**src/rtl/filter_seq.sv**
```systemverilog
// Sequencer between an ADC stream and an external FIR filter: feeds one sample,
// waits for the filter result, decimates results and buffers one for the consumer.
module filter_seq #(
    parameter int DATA_WIDTH = 16,
    parameter int DECIM_W    = 4,
    parameter int TIMEOUT    = 8
) (
    input  logic                  clk_out,
    input  logic                  reset,
    input  logic                  run,
    input  logic                  adc_valid,
    input  logic [DATA_WIDTH-1:0] adc_data,
    output logic                  adc_ready,
    output logic                  filt_enable,
    output logic [DATA_WIDTH-1:0] filt_sample,
    input  logic                  filt_done,
    input  logic [DATA_WIDTH-1:0] filt_result,
    input  logic [DECIM_W-1:0]    decim,
    output logic                  out_valid,
    output logic [DATA_WIDTH-1:0] out_data,
    input  logic                  out_ready,
    output logic                  overrun,
    output logic                  timeout_err,
    input  logic                  clr_err,
    output logic                  busy
);

    localparam int WAIT_W = (TIMEOUT < 2) ? 1 : $clog2(TIMEOUT);

    localparam logic [1:0] IDLE = 2'd0;
    localparam logic [1:0] FEED = 2'd1;
    localparam logic [1:0] WAIT = 2'd2;

    logic [1:0]         state;
    logic [WAIT_W-1:0]  wait_cnt;
    logic [DECIM_W-1:0] dec_cnt;
    logic [DECIM_W-1:0] eff_decim;
    logic [DECIM_W-1:0] group_decim;
    logic               handshake;
    logic               done;
    logic               last;
    logic               emit;
    logic               timeout_hit;
    logic               drop;

    // Reset forces IDLE, so reset is gated in explicitly to keep adc_ready low during it.
    assign adc_ready   = (state == IDLE) && run && !reset;
    assign filt_enable = (state == FEED);
    assign busy        = (state != IDLE);

    assign handshake   = adc_valid && adc_ready;
    assign done        = (state == WAIT) && filt_done;
    // A new group takes its factor from decim; mid-group the latched factor applies.
    assign group_decim = (dec_cnt != '0) ? eff_decim
                       : ((decim == '0) ? DECIM_W'(1) : decim);
    assign last        = (dec_cnt == group_decim - DECIM_W'(1));
    assign emit        = done && last;
    assign drop        = emit && out_valid && !out_ready;
    assign timeout_hit = (state == WAIT) && !filt_done
                       && (wait_cnt == WAIT_W'(TIMEOUT - 1));

    // NOTE: sequential state uses non-blocking assignments so every register
    // samples pre-edge values regardless of block ordering.
    always_ff @(posedge clk_out or posedge reset) begin
        if (reset) begin
            state    <= IDLE;
            wait_cnt <= '0;
        end else begin
            case (state)
                IDLE: if (handshake) state <= FEED;
                FEED: begin
                    wait_cnt <= '0;
                    state    <= WAIT;
                end
                WAIT: begin
                    if (filt_done || timeout_hit) state <= IDLE;
                    else                          wait_cnt <= wait_cnt + WAIT_W'(1);
                end
                default: state <= IDLE;
            endcase
        end
    end

    always_ff @(posedge clk_out or posedge reset) begin
        if (reset) begin
            filt_sample <= '0;
            dec_cnt     <= '0;
            eff_decim   <= DECIM_W'(1);
        end else begin
            if (handshake) filt_sample <= adc_data;
            if (done) begin
                if (dec_cnt == '0) eff_decim <= group_decim;
                dec_cnt <= last ? '0 : dec_cnt + DECIM_W'(1);
            end
        end
    end

    // Single-entry output buffer; a result arriving while it is full is dropped.
    always_ff @(posedge clk_out or posedge reset) begin
        if (reset) begin
            out_valid <= 1'b0;
            out_data  <= '0;
        end else if (emit && (!out_valid || out_ready)) begin
            out_valid <= 1'b1;
            out_data  <= filt_result;
        end else if (out_valid && out_ready) begin
            out_valid <= 1'b0;
        end
    end

    // Sticky error flags: a set in the same cycle as clr_err takes priority.
    always_ff @(posedge clk_out or posedge reset) begin
        if (reset) begin
            overrun     <= 1'b0;
            timeout_err <= 1'b0;
        end else begin
            if (drop)         overrun <= 1'b1;
            else if (clr_err) overrun <= 1'b0;
            if (timeout_hit)  timeout_err <= 1'b1;
            else if (clr_err) timeout_err <= 1'b0;
        end
    end

endmodule

```
**config.mk**
```make
export PLATFORM = sky130hd
export DESIGN_NAME = filter_seq
export DESIGN_NICKNAME = d
export VERILOG_FILES = /design/src/rtl/filter_seq.sv
export SDC_FILE = /design/constraint.sdc
export NUM_CORES = 1
export LEC_CHECK = 0
export ABC_AREA = 1
export CAP_MARGIN = 20
export CORE_ASPECT_RATIO = 0.5
export CORE_MARGIN = 10
export CORE_UTILIZATION = 41
export DETAILED_ROUTE_END_ITERATION = 10
export PLACE_DENSITY = 0.77
export SETUP_SLACK_MARGIN = 0.4
export SLEW_MARGIN = 20
export SYNTH_ARGS = -nofsm -noshare
export SYNTH_HDL_FRONTEND = slang
export SYNTH_SLANG_ARGS = --single-unit
```
**constraint.sdc**
```tcl
create_clock -name clk_out -period 2.5 [get_ports clk_out]
set_input_delay 0.5 -clock clk_out [delete_from_list [all_inputs] [get_ports clk_out]]
set_output_delay 0.5 -clock clk_out [all_outputs]
set_load 0.05 [all_outputs]
```
==> results of run 1 <==
==> cell usage after synthesis (2+ instances only) <==
cell type | instances | area [um2]
o21ai_1 | 2 | 10.0
inv_1 | 22 | 82.6
nor2_4 | 2 | 22.5
nand4_1 | 17 | 106
o21ai_0 | 4 | 20.0
a22o_1 | 2 | 17.5
nand2_2 | 6 | 37.5
inv_2 | 2 | 7.51
clkbuf_1 | 4 | 15.0
dfrtp_1 | 47 | 1180
ha_1 | 5 | 62.6
nor2_1 | 14 | 52.6
nor2_2 | 2 | 12.5
nand2_1 | 120 | 450
xor2_1 | 2 | 17.5
nand3b_1 | 2 | 15.0
nand3_1 | 10 | 50.1
==> metal layers <==
layer | part of all wire, % | vias up | global-route usage, % | wire length, um
met1 | 39 | 1079 | 14.5 | 2660
met3 | 6.0 | 12 | 4.86 | 412
li1 | - | 1094 | - | -
met4 | 1.7 | 0 | 4.27 | 117
met2 | 54 | 62 | 28.0 | 3690
met5 | 0 | - | 0 | 0
==> worst min-delay path, delay by kind of cell, from the launching register on <==
| family | cells | cell delay, ps |
|---|---|---|
| flops | 1 | 340 |
| simple gates | 2 | 110 |
==> metrics by stage <==
stage	setup WS (ps)	util (%)	instance area [um2]	cells
after floorplan	366	-	2390	277
after global placement	15.3	60.5	3310	432
after detailed placement	-100	60.5	3310	432
after CTS	298	65.5	3580	451
after global routing	134	66.5	3640	455
final	243	66.5	3640	455
==> power groups by stage <==
stage / logic, W / clock network (W) / registers, W
after floorplan: 0.000799 / 0 / 0.00181
after global placement: 0.00201 / 0 / 0.00121
after detailed placement: 0.00208 / 0 / 0.00122
after CTS: 0.00230 / 0.000697 / 0.00120
after global routing: 0.00253 / 0.000720 / 0.00123
final: 0.00236 / 0.000684 / 0.00120
==> worst max path at each step <==
stage	startpoint	slack [ps]	cells after the start	endpoint
6_report	dec_cnt[0]	240	17	out_data[5]
5_1_grt	dec_cnt[1]	130	17	out_data[5]
3_3_place_gp	decim[1]	20	17	dec_cnt[3]
4_1_cts	dec_cnt[0]	300	17	out_data[10]
3_5_place_dp	decim[1]	-100	12	out_data[10]
2_1_floorplan	reset	370	8	filt_sample[0]
==> state kept, by name (all words and copies together) (netlist names) <==
name and count:
overrun 1, wait_cnt 3, out_valid 1, filt_sample 16, state 2, eff_decim 4
out_data 16, dec_cnt 4, timeout_err 1
==> logic make-up after synthesis <==
logic type / count (synthesis)
buffers and inverters: 32
AO/OA/AOI/OAI: 12
XOR/XNOR: 2
multiplexers: 1
adder cells (fa/ha/maj): 5
flip-flops: 48
AND/OR/NAND/NOR: 177
==> cell type report <==
cell class                      instances  area share, %
Clock buffer                            7           3.92
Sequential cell                        48           33.1
Tap cell                               73           2.51
Inverter                               25           2.82
Clock inverter                          1          0.206
Timing Repair Buffer                  103           27.3
Multi-Input combinational cell        198           30.1
==> what timing repair did <==
action,4_1_cts,5_1_grt
gates cloned,2,0
resized for setup,11,9
setup buffers,9,4
setup endpoints to repair,24,22
pin swaps,10,4
endpoints found under the hold margin,0,0
==> flow_summary.json, run 1 <==
{
  "wl_per_cell_um": 15.1,
  "cts.sinks": 48,
  "r2r_cells": 17,
  "synth-simple-area-share_pct": 34.7,
  "crit_type": "reg2reg",
  "synth_compound_area_share_pct": 3.32,
  "die_w_um": 126,
  "rsz0062_at_grt": "yes",
  "path_max_fanout": 7,
  "clock_latency_ps": 290,
  "ys_warn_count": 0,
  "mostFrequentLayoutCell": "nand2_1",
  "die-area_um2": 9190,
  "area_growth_pct": 58.0,
  "grt_max_degree": 49,
  "root_buffer": "clkbuf_16",
  "powerDensity_nw_per_um2": 1170,
  "cp-start-kind": "flip-flop",
  "maxCapViolCount": 0,
  "crit_slowest_cell": "dfrtp_1",
  "synthMuxAreaShare_pct": 0.489,
  "synth_fp_nets": 325,
  "grt_first_pass_wirelength_um": 11000,
  "layout-drive-gt1-share_pct": 18.3,
  "cp_cell_sequence": "inv_2, ha_4, buf_4, nand3_1, nand2_2, ha_4, inv_1, nand2_1, nand2_2, nand3b_1, nand3_2, inv_2, nand2_4, nor2_8, clkbuf_16, nand4_1, nand2_1",
  "vdd_drop_max_mv": 0.558,
  "slew_headroom_pct": 59.4,
  "synth_edf_count": 0,
  "synth.distinct_cells": 31,
  "p_leak_nw": 1.83,
  "critPathCaptureType": "flip-flop",
  "grt_overflow": 0,
  "swShare_pct": 45.2,
  "synthesis.area_um2": 2300,
  "synth_cells": 277,
  "regArea_um2": 1200,
  "nets": 429,
  "grt_use_total_pct": 14.4,
  "cts_hold_buf": 0,
  "rr_startpoint": "dec_cnt[0]",
  "drtIter0Drc": 112,
  "wirelength_um": 6880,
  "tightest_slew_ps": 609,
  "syn_avg_cell_area_um2": 8.31,
  "seq_area_frac_synth_pct": 52.2,
  "status": "complete, no violations",
  "cts_max_level": 2,
  "final_cell_mix": "nand2_1, clkdlybuf4s50_1, dfrtp_1",
  "slew_violations": 0,
  "clockBufferDepth": 2,
  "numCtsBuffers": 5,
  "min_from": "out_data[15]",
  "setup_viol": 0,
  "core_um2": 5470,
  "period_minus_slack_ps": 2260,
  "ys_async_sr_fraction_pct": 100,
  "drtAntennaViolNets": 0,
  "finalSetupTns_ps": 0,
  "yosys.area_share.xor_xnor_pct": 0.761,
  "fillers": 442,
  "synthFlopType": "dfrtp_1",
  "synth_top_family_by_area": "simple AND/OR/NAND/NOR gates",
  "num_rows": 19,
  "finalClockSkew_ps": 2.76,
  "slowest_delay_ps": 370,
  "sequentialPowerShare_pct": 28.3,
  "worst-path-buf-inv": 5,
  "p_int_w": 0.00233,
  "via_count": 2247,
  "initial_core_util_pct": 42.1,
  "chipHeight_um": 73.0,
  "crit_family": "simple AND/OR/NAND/NOR gates",
  "holdWs_ps": 479,
  "clk_pin_slew_worst_paths_ps": 70,
  "hold_violations": 0,
  "port-buffer-count": 80,
  "ioPinCount": 81,
  "dr.pass1.iters": 4,
  "dp_hpwl_um": 4970,
  "via_per_inst": 4.94,
  "grt_pass1_vias": 2386,
  "critPathArrivalTime_ps": 2480,
  "multi_input_area_um2": 1100,
  "fmax_mhz": 443,
  "pwr-share-clk_pct": 16.1,
  "combPwrFrac_pct": 55.6,
  "power_switching_w": 0.00192,
  "required_ps": 2720,
  "antenna-diode-count": 0,
  "gp_congestion": 0.863,
  "total_power_w": 0.00425,
  "synth_fa_ha_area_share_pct": 2.72,
  "drc": 0,
  "period_share_pct": 90.3,
  "hold_path.class": "reg2reg",
  "ff2ff_setup_slack_ps": 240,
  "tritoncts": "yes",
  "antenna_found_initial": 0,
  "whs_endpoint": "out_data[15]",
  "worstHoldPathCells": 2,
  "worstReg2RegEnd": "out_data[5]",
  "ys_ff_latch": 48
}
No activity file was read; power rests on OpenSTA's default activity.
==> run 2: changes to the inputs <==
CORE_UTILIZATION = 56   (was 41)
DONT_BUFFER_PORTS = 1   (was unset)
PLACE_DENSITY = 0.74   (was 0.77)
==> flow_summary.json, run 2 (synthesized netlist as in run 1, its figures left out) <==
{
  "status": "complete, no violations",
  "period_minus_slack_ps": 2200,
  "die_w_um": 111,
  "antenna_found_initial": 0,
  "clock_latency_ps": 300,
  "gp_congestion": 0.860,
  "hold_path.class": "in2async",
  "hold_violations": 0,
  "via_count": 1903,
  "slowest_delay_ps": 410,
  "setup_viol": 0,
  "numCtsBuffers": 5,
  "path_max_fanout": 8,
  "grt_use_total_pct": 16.1,
  "initial_core_util_pct": 58.7,
  "grt_max_degree": 49,
  "finalClockSkew_ps": 8.50,
  "drtIter0Drc": 98,
  "reg.largest.list": "filt_sample: 16 flops, out_data: 16 flops",
  "crit_type": "reg2reg",
  "clk_pin_slew_worst_paths_ps": 90,
  "die-area_um2": 7230,
  "wirelength_um": 5990,
  "nets": 341,
  "cp-start-kind": "flip-flop",
  "core_um2": 3920,
  "vdd_drop_max_mv": 0.582,
  "crit_family": "simple AND/OR/NAND/NOR gates",
  "multi_input_area_um2": 1110,
  "regArea_um2": 1200,
  "area_growth_pct": 17.7,
  "utilization_pct": 69.0,
  "rr_startpoint": "dec_cnt[1]",
  "chipHeight_um": 65.3,
  "drc": 0,
  "rsz0062_at_grt": "yes",
  "port-buffer-count": 0,
  "num_rows": 16,
  "required_ps": 2750,
  "dp_hpwl_um": 4220,
  "p_leak_nw": 1.45,
  "fmax_mhz": 454,
  "cts_hold_buf": 0,
  "clockBufferDepth": 2,
  "cpMostUsedCell": "nand2_4",
  "crit_slowest_cell": "dfrtp_1",
  "r2r_cells": 17,
  "grt_pass1_vias": 2000,
  "worst-path-buf-inv": 3,
  "period_share_pct": 88.0,
  "layout-drive-gt1-share_pct": 21.1,
  "cp_cell_sequence": "inv_2, ha_4, nand2_4, nor2_4, nand3_4, nand2_4, ha_4, nand2_2, nand2_2, nand3b_1, nand3_2, inv_2, nand2_4, nor2_8, clkbuf_16, nand4_1, nand2_1",
  "dr.pass1.iters": 4,
  "grt_overflow": 0,
  "critPathCaptureType": "flip-flop",
  "slew_violations": 0,
  "grt_first_pass_wirelength_um": 9650,
  "wl_per_cell_um": 17.2,
  "tritoncts": "yes",
  "ioPinCount": 81,
  "maxCapViolCount": 0,
  "mostFrequentLayoutCell": "nand2_1",
  "slew_headroom_pct": 61.4,
  "root_buffer": "clkbuf_8",
  "antenna-diode-count": 0,
  "final_cell_mix": "nand2_1, dfrtp_1, inv_1",
  "cp-startpoint": "dec_cnt[1]",
  "drtAntennaViolNets": 0,
  "cts_max_level": 2,
  "ff2ff_setup_slack_ps": 300,
  "cts.sinks": 48,
  "tightest_slew_ps": 578,
  "cp_num_cells": 17,
  "finalSetupTns_ps": 0,
  "via_per_inst": 5.47,
  "powerDensity_nw_per_um2": 1300,
  "critPathArrivalTime_ps": 2450,
  "fillers": 312
}
## run 2: changes by cell type in the layout (fill, tap and decap cells not counted), sizes merged
cell and delta:
dlygate4sd2 -5, clkbuf -2, clkinv +1, inv +1, buf -9, clkdlybuf4s50 -74
## run 2: through the flow
step / setup WS (ps) / instance area, um2 / total power [W] / hold WS (ps) / cells
after floorplan: 366 / 2390 / 0.00261 / 450 / 277
after global placement: 245 / 2440 / 0.00277 / 464 / 329
after detailed placement: 140 / 2440 / 0.00282 / 471 / 329
after CTS: 311 / 2650 / 0.00344 / 273 / 346
after global routing: 128 / 2710 / 0.00374 / 293 / 348
final: 299 / 2710 / 0.00352 / 253 / 348
## run 2: final cells by class
type | instances | share of cell area (%)
tap | 54 | 2.49
timing repair buffer | 15 | 5.08
inverter | 25 | 3.79
clock inverter | 3 | 0.785
sequential | 48 | 44.4
multi-input combinational | 198 | 40.9
clock buffer | 5 | 2.54
## run 2: final timing paths
check	endpoint
max	out_data[10]
min	filt_sample[4]
max reg2reg	out_data[10]
min reg2reg	wait_cnt[0]
max in group asynchronous	out_data[4]
min in group clk_out	filt_sample[8]
## run 2: worst reg2reg max path: stages (launching register included)
cell and delay (ps):
dfrtp_1 410, inv_2 80, ha_4 170, nand2_4 60, nor2_4 120, nand3_4 90
nand2_4 80, ha_4 130, nand2_2 50, nand2_2 60, nand3b_1 130, nand3_2 140
inv_2 100, nand2_4 60, nor2_8 150, clkbuf_16 170, nand4_1 80, nand2_1 70
## run 2: layer usage
layer	share of wire, %	vias up	track usage (%)
met4	1.5	0	6.29
met5	0	-	0
met1	38	900	17.2
met2	51	80	27.5
met3	9.7	11	7.70
li1	-	912	-
## run 2: repair_timing
item	4_1_cts	5_1_grt
buffers inserted	8	1
setup endpoints to repair	22	22
gates resized for setup	10	7
gates cloned	1	1
endpoints found under the hold margin	0	0
pin swaps	18	10
## run 2: power by group
group / internal [W] / switching [W] / total (W) / leakage, nW
Combinational: 0.000486 / 0.000710 / 0.00120 / 0.788
Sequential: 0.00101 / 0.000844 / 0.00186 / 0.619
Clock: 0.000199 / 0.000271 / 0.000470 / 0.0445
Total: 0.00170 / 0.00183 / 0.00352 / 1.45
